`src/rtl/cpu_mem_pkg.sv`:
```
// Shared definitions for the CPU memory-port arbiter: FSM state encoding,
// access owner encoding and the legal memory latency range.
package cpu_mem_pkg;

  typedef enum logic [1:0] {
    ST_IDLE  = 2'd0,
    ST_ISSUE = 2'd1,
    ST_WAIT  = 2'd2,
    ST_RESP  = 2'd3
  } state_e;

  typedef enum logic {
    OWN_IF = 1'b0,
    OWN_DM = 1'b1
  } owner_e;

  localparam int MEM_LAT_MIN = 1;
  localparam int MEM_LAT_MAX = 15;
  localparam int CNT_W       = 4;

  // Value loaded into the latency counter when leaving ISSUE for WAIT.
  function automatic logic [CNT_W-1:0] lat_init_cnt(input int lat);
    return CNT_W'(lat - 1);
  endfunction

endpackage

```
`src/rtl/mem_port_arbiter.sv`:
```
// Shares one single-ported memory between the instruction-fetch port and the
// data port. One access at a time, data port has fixed priority.
//
// Handshake: a requester raises REQ (level) with its address/data stable and
// keeps it high until its RDY pulses for exactly one cycle; RDATA is valid in
// that cycle and holds until the same port's next RDY. Request inputs are
// only sampled in IDLE; REQ high in the cycle after RDY is a new request.
// STALL is high whenever some port has an outstanding request not yet RDY.
module mem_port_arbiter
  import cpu_mem_pkg::*;
#(
  parameter int ADDR_W  = 32,
  parameter int DATA_W  = 32,
  parameter int MEM_LAT = 2
) (
  input  logic              CLK,
  input  logic              RST,
  input  logic              IF_REQ,
  input  logic [ADDR_W-1:0] IF_ADDR,
  output logic              IF_RDY,
  output logic [DATA_W-1:0] IF_RDATA,
  input  logic              DM_REQ,
  input  logic              DM_WE,
  input  logic [ADDR_W-1:0] DM_ADDR,
  input  logic [DATA_W-1:0] DM_WDATA,
  output logic              DM_RDY,
  output logic [DATA_W-1:0] DM_RDATA,
  output logic              MEM_CS,
  output logic              MEM_WE,
  output logic [ADDR_W-1:0] MEM_ADDR,
  output logic [DATA_W-1:0] MEM_WDATA,
  input  logic [DATA_W-1:0] MEM_RDATA,
  output logic              STALL,
  output logic [1:0]        dbg_state_o
);

  localparam logic [CNT_W-1:0] CNT_INIT = lat_init_cnt(MEM_LAT);

  state_e            state_q;
  owner_e            own_q;
  logic              we_q;
  logic [CNT_W-1:0]  cnt_q;
  logic              mem_cs_q;
  logic              mem_we_q;
  logic [ADDR_W-1:0] mem_addr_q;
  logic [DATA_W-1:0] mem_wdata_q;
  logic              if_rdy_q;
  logic              dm_rdy_q;
  logic [DATA_W-1:0] if_rdata_q;
  logic [DATA_W-1:0] dm_rdata_q;
  logic              done;

  // Last ISSUE/WAIT cycle of an access: read data is valid on MEM_RDATA now.
  always_comb begin
    done = 1'b0;
    if (state_q == ST_ISSUE && MEM_LAT == 1) begin
      done = 1'b1;
    end else if (state_q == ST_WAIT && cnt_q == CNT_W'(1)) begin
      done = 1'b1;
    end
  end

  // Arbitration FSM with registered memory strobes, capture and RDY pulses.
  always_ff @(posedge CLK) begin
    if (RST) begin
      state_q     <= ST_IDLE;
      own_q       <= OWN_IF;
      we_q        <= 1'b0;
      cnt_q       <= '0;
      mem_cs_q    <= 1'b0;
      mem_we_q    <= 1'b0;
      mem_addr_q  <= '0;
      mem_wdata_q <= '0;
      if_rdy_q    <= 1'b0;
      dm_rdy_q    <= 1'b0;
      if_rdata_q  <= '0;
      dm_rdata_q  <= '0;
    end else begin
      mem_cs_q <= 1'b0;
      mem_we_q <= 1'b0;
      if_rdy_q <= 1'b0;
      dm_rdy_q <= 1'b0;
      case (state_q)
        ST_IDLE: begin
          // The pending data access belongs to the current instruction.
          if (DM_REQ) begin
            own_q       <= OWN_DM;
            we_q        <= DM_WE;
            mem_addr_q  <= DM_ADDR;
            mem_wdata_q <= DM_WDATA;
            mem_cs_q    <= 1'b1;
            mem_we_q    <= DM_WE;
            state_q     <= ST_ISSUE;
          end else if (IF_REQ) begin
            own_q      <= OWN_IF;
            we_q       <= 1'b0;
            mem_addr_q <= IF_ADDR;
            mem_cs_q   <= 1'b1;
            state_q    <= ST_ISSUE;
          end
        end
        ST_ISSUE: begin
          if (MEM_LAT == 1) begin
            state_q <= ST_RESP;
          end else begin
            cnt_q   <= CNT_INIT;
            state_q <= ST_WAIT;
          end
        end
        ST_WAIT: begin
          cnt_q <= cnt_q - CNT_W'(1);
          if (cnt_q == CNT_W'(1)) begin
            state_q <= ST_RESP;
          end
        end
        ST_RESP: begin
          state_q <= ST_IDLE;
        end
        default: begin
          state_q <= ST_IDLE;
        end
      endcase
      if (done) begin
        if (own_q == OWN_DM) begin
          dm_rdy_q <= 1'b1;
          if (!we_q) begin
            dm_rdata_q <= MEM_RDATA;
          end
        end else begin
          if_rdy_q   <= 1'b1;
          if_rdata_q <= MEM_RDATA;
        end
      end
    end
  end

  assign IF_RDY      = if_rdy_q;
  assign IF_RDATA    = if_rdata_q;
  assign DM_RDY      = dm_rdy_q;
  assign DM_RDATA    = dm_rdata_q;
  assign MEM_CS      = mem_cs_q;
  assign MEM_WE      = mem_we_q;
  assign MEM_ADDR    = mem_addr_q;
  assign MEM_WDATA   = mem_wdata_q;
  assign STALL       = (IF_REQ & ~if_rdy_q) | (DM_REQ & ~dm_rdy_q);
  assign dbg_state_o = state_q;

endmodule
```
`config.mk`:
```
export PLATFORM = sky130hd
export DESIGN_NAME = mem_port_arbiter
export DESIGN_NICKNAME = d
export VERILOG_FILES = /design/src/rtl/cpu_mem_pkg.sv /design/src/rtl/mem_port_arbiter.sv
export SDC_FILE = /design/constraint.sdc
export NUM_CORES = 1
export LEC_CHECK = 0
export CORE_AREA = 2 2 121 123
export CTS_CLUSTER_SIZE = 14
export DETAILED_ROUTE_END_ITERATION = 7
export DIE_AREA = 0 0 123 125
export PLACE_DENSITY = 0.9
export SLEW_MARGIN = 20
export SYNTH_ARGS = -nofsm -noshare
export SYNTH_HDL_FRONTEND = slang
export SYNTH_SLANG_ARGS = --single-unit
```
`constraint.sdc`:
```
create_clock -name CLK -period 2.1 [get_ports CLK]
set_input_delay 0.525 -clock CLK [delete_from_list [all_inputs] [get_ports CLK]]
set_output_delay 0.525 -clock CLK [all_outputs]
set_load 0.05 [all_outputs]
```
[Word level (Yosys, flattened, before mapping)]
Cells that the tools add are included.
Storage, ports and cells
  flip-flop bits (word level): 140
  bits of input ports: 133
  output and inout port bits: 135
  logic and storage cells: 56
Cells by class
  add/subtract/negate cells: 1
  equality and inequality tests: 6
  multiplexer cells: 15
  bitwise gates (word level): 10
  reductions and logical operators: 12
Operators by type and width (count)
  32-bit two-way mux: 2
  1-bit two-way mux: 8
  2-bit case mux with 4 select lines: 1
  4-bit case mux with 2 select lines: 1
  2-bit AND reduction: 4
  1-bit inverter: 7
  2-bit two-way mux: 3
  2-bit equality test (second input constant): 2
  4-bit by 1-bit equality test with 1-bit output (second input constant): 1
  2-bit nonzero test: 2
  2-bit OR reduction: 2
  4-bit by 1-bit subtractor with 4-bit output (second input constant): 1
  3-bit inequality test (second input constant): 1
  3-bit AND reduction: 1
  3-bit OR reduction: 1
  1-bit AND: 2
  2-bit by 1-bit equality test with 1-bit output (second input constant): 1
  2-bit logical NOT: 1
  2-bit by 1-bit inequality test with 1-bit output (second input constant): 1
  1-bit logical AND: 1
  1-bit bitwise OR: 1

[Logic depth before layout (Yosys ltp)]
  depth after elaboration: 5
  gate-level depth with buffers: 8
  gate-level depth less buffers: 5

[Least setup slack after synthesis]
Ideal clock, no wire load.
  path kind: input to output
  from: in DM_REQ
  to: out STALL
  data arrival time: 1.676 ns
  required time: 1.575 ns
  setup slack: -0.101 ns
  cell stages on the path: 4
  buffers on the path: 2
  path through: buf_4 buf_4 inv_1 o22ai_1
Between the ends
  cells in the longest elaborated chain, start to end: 2
Ends and longest elaborated chain
  start: declaration: RTL line mem_port_arbiter.sv:22  | input logic DM_REQ,
  1-bit AND: RTL line mem_port_arbiter.sv:145  | assign STALL = (IF_REQ & ~if_rdy_q) | (DM_REQ & ~dm_rdy_q);
  1-bit bitwise OR: RTL line mem_port_arbiter.sv:145
  end: declaration: RTL line mem_port_arbiter.sv:33  | output logic STALL,
Every way passes these cells.

[Final worst setup path]
  from: reg dm_rdata_q[24] (netlist: DM_RDATA[24])
  to: out DM_RDATA[24]
RTL lines
  start: declaration: RTL line mem_port_arbiter.sv:50  | logic [DATA_W-1:0] dm_rdata_q;
  start signal: assignment: RTL line mem_port_arbiter.sv:77  | dm_rdata_q <= '0;
  start signal: assignment: RTL line mem_port_arbiter.sv:127  | dm_rdata_q <= MEM_RDATA;
  end: declaration: RTL line mem_port_arbiter.sv:27  | output logic [DATA_W-1:0] DM_RDATA,
No word-level cell between the ends.

==> impl_metrics.csv <==
group,metric,value,unit
placed_design,dpl.hpwl,12340,µm
timing,slew_violations,0,
synthesis,yosysMostFrequentCell,"dfxtp_1",
cells_and_area,fin_area,0.008989,mm²
cells_and_area,area_delta_synth_final,59.08,%
worst_hold_path,min_path_type,"register to register",
cells_and_area,fill_cells,1167,
placed_design,placed_cell_area,0.008338,mm²
synthesis,synth_common_cells,"dfxtp_1, a21oi_1, nand2_1",
die,row_count,44,
die,core,0.01420,mm²
routing,viasPerCell,5.279,
synthesis,syn_avg_cell_area,8.801,µm²
global_routing,grt_pass1_vias,5348,
routing,wire_per_inst,16.30,µm
timing,setup_viol_count_final,0,
cts,h-tree-depth,4,
worst_setup_path,worstPathRequired,1.57,ns
routing,drt_iter0_markers,415,
synthesis,synth_flop_cell,"dfxtp_1",
placed_design,numPlacedInstances,1043,
cells_and_area,drive_above_1_share,0.09203,
power_and_ir_drop,power_density,1109,mW/mm²
run_status,status,"finished clean",
cts,insertion_delay,0.42,ns
global_routing,gr-total-overflow,0,
worst_setup_path,r2r_slack,0.19,ns
worst_setup_path,start_kind,"register",
routing,route.detailed.drc,0,
cells_and_area,fin_cells,1075,
global_routing,grt_max_degree,67,
cts,cts_tree,"done",
timing,min_period_over_period,0.9844,
worst_setup_path,crit_path_max_fanout,2,
job,maxCapViolations,0,
timing,whs,0.4483,ns
synthesis,yosys.area.top_type_share,0.4960,
synthesis,yosys_warnings,0,
worst_setup_path,worstPathArrival,1.54,ns
timing,slew_headroom,0.5843,
timing,worstMarginPinSlew,0.6235,ns
routing,route.antenna.remaining_nets,0,
power_and_ir_drop,p_leak,4.338,nW
timing,period_needed,2.067,ns
synthesis,synthesis.area,0.005650,mm²
cts,postCtsHoldBufs,0,
synthesis,synth_area_leaders,"dfxtp_1, a21oi_1, mux2i_1",
routing,vias,5675,
synthesis,synthArstFlopShare,0,
synthesis,synth-edff-count,0,
worst_setup_path,crit_path_cell_trace,"clkdlybuf4s50_1",
worst_setup_path,max_stage_delay,0.80,ns
worst_setup_path,crit_path_end_kind,"output port",
synthesis,synth.net_count,780,
timing,clock.fmax,0.4838,GHz
power_and_ir_drop,vdd_drop_max,688.0,µV
cells_and_area,antennaDiodeCount,0,
synthesis,synth_cells,642,
cells_and_area,nets,1016,
die,die_h,125,µm
routing,wirelength,17520,µm
worst_setup_path,path_buf_inv,1,
global_routing,grt_use_total,0.2239,
die,io-pin-count,268,
die,floorplan.initialDensity,0.3978,
cts,cts_buffers,17,
die,die-width,123,µm
die,dieArea,0.01538,mm²
placed_design,gp_congestion,0.7673,
worst_setup_path,critical_path.top_delay_family,"buffers and inverters",
synthesis,yosysTopAreaCell,"dfxtp_1",
cts,root_buffer,"clkbuf_16",
worst_setup_path,critPathKind,"register to output port",
timing,hold_viol_final,0,
cts,cts_sinks,140,
cts,cts.path.max_buffers,2,
cts,clk_pin_slew,0.06,ns
synthesis,ys_types,29,
cts,post-cts-setup-buffers,0,
global_routing,antenna_found_initial,0,
global_routing,grt_pass1_wl,27030,µm
timing,skew,0.006469,ns
routing,first_pass_iters,4,
timing,fin_tns_setup,0,ns
synthesis,synth-seq-area-share,0.4960,
worst_setup_path,cp_slowest_cell,"clkdlybuf4s50_1",
synthesis,synth_seq_cells,140,
placed_design,io_buffers,267,
==> area by class of cell <==
class	instances	area, µm²	area share
clock buffer	19	442.9	0.04928
clock inverter	13	118.9	0.01322
inverter	8	30.03	0.003341
multi-input combinational	429	2481	0.2760
sequential	140	2804	0.3119
tap	184	230.2	0.02561
timing repair buffer	282	2882	0.3206
==> layout by cell type, fill, tap and decap left out, drive strengths merged, types with 4 or more instances in the layout <==
| cell | count |
|---|---|
| clkdlybuf4s50 | 145 |
| dfxtp | 140 |
| a21oi | 101 |
| nand2 | 68 |
| o21ai | 68 |
| dlymetal6s2s | 54 |
| buf | 46 |
| nor2 | 37 |
| dlygate4sd2 | 37 |
| nand4b | 34 |
| a211oi | 34 |
| nand3 | 33 |
| mux2i | 33 |
| clkbuf | 19 |
| inv | 10 |
| clkinv | 6 |
| ha | 5 |
| clkinvlp | 4 |
==> stage by stage <==
stage          setup slack [ns]  total power [mW]  utilization
2_1_floorplan            0.2157             5.979            -
3_3_place_gp            0.07984             7.255       0.5870
3_5_place_dp            0.06140             7.343       0.5870
4_1_cts               0.0005803             10.06       0.6233
5_1_grt                -0.01757             10.46       0.6328
6_report                0.03285             9.972       0.6328
==> per-layer routing <==
layer  share of wire  routed length, µm  vias to the layer above  GRT usage
met3           0.088               1538                       34    0.06752
li1                -                  -                     2736          -
met2            0.49               8667                      251     0.3828
met5               0                  0                        -          0
met1            0.38               6722                     2654     0.2551
met4           0.034                591                        0    0.09893
==> state kept, by name (all words and copies together), names as in the netlist, 2 cells and up <==
signal / flops
DM_RDATA: 32
IF_RDATA: 32
MEM_ADDR: 32
MEM_WDATA: 32
cnt_q: 4
dbg_state_o: 2
==> cells by family (layout without fill, tap and decap cells) <==
group,count (synthesis),count (layout),share of synthesized area
AOI/OAI and AO/OA,207,207,0.2004
and+or+nand+nor,184,184,0.1670
DFF,140,140,0.4960
buffers and inverters,73,322,0.06710
muxes,33,33,0.05846
adders and majority gates,5,5,0.01107
==> final timing paths <==
path / from / depth (start not counted) / end
setup / recovery: DM_RDATA[24] / 1 / DM_RDATA[24]
hold reg to reg: MEM_WDATA[22] / 2 / MEM_WDATA[22]
setup reg to reg: dbg_state_o[0] / 6 / DM_RDATA[11]
hold / removal: MEM_WDATA[22] / 2 / MEM_WDATA[22]
==> worst register-to-register path, stage by stage, from the launching register on <==
cell and delay [ns]:
dfxtp_1 0.32, inv_1 0.08, ha_1 0.33, nand4bb_2 0.14
buf_4 0.51, o21ai_0 0.25, a21oi_1 0.21
==> timing repair <==
action / CTS / global route
pin swaps: 0 / 0
gates resized for setup: 37 / 54
endpoints found under the setup margin: 37 / 54
==> power breakdown <==
group / internal (mW) / switching [mW]
Clock: 1.66 / 1.15
Combinational: 1.23 / 2.65
Sequential: 3.06 / 0.217
Total: 5.95 / 4.02
Power figures use the tool's default switching activity.
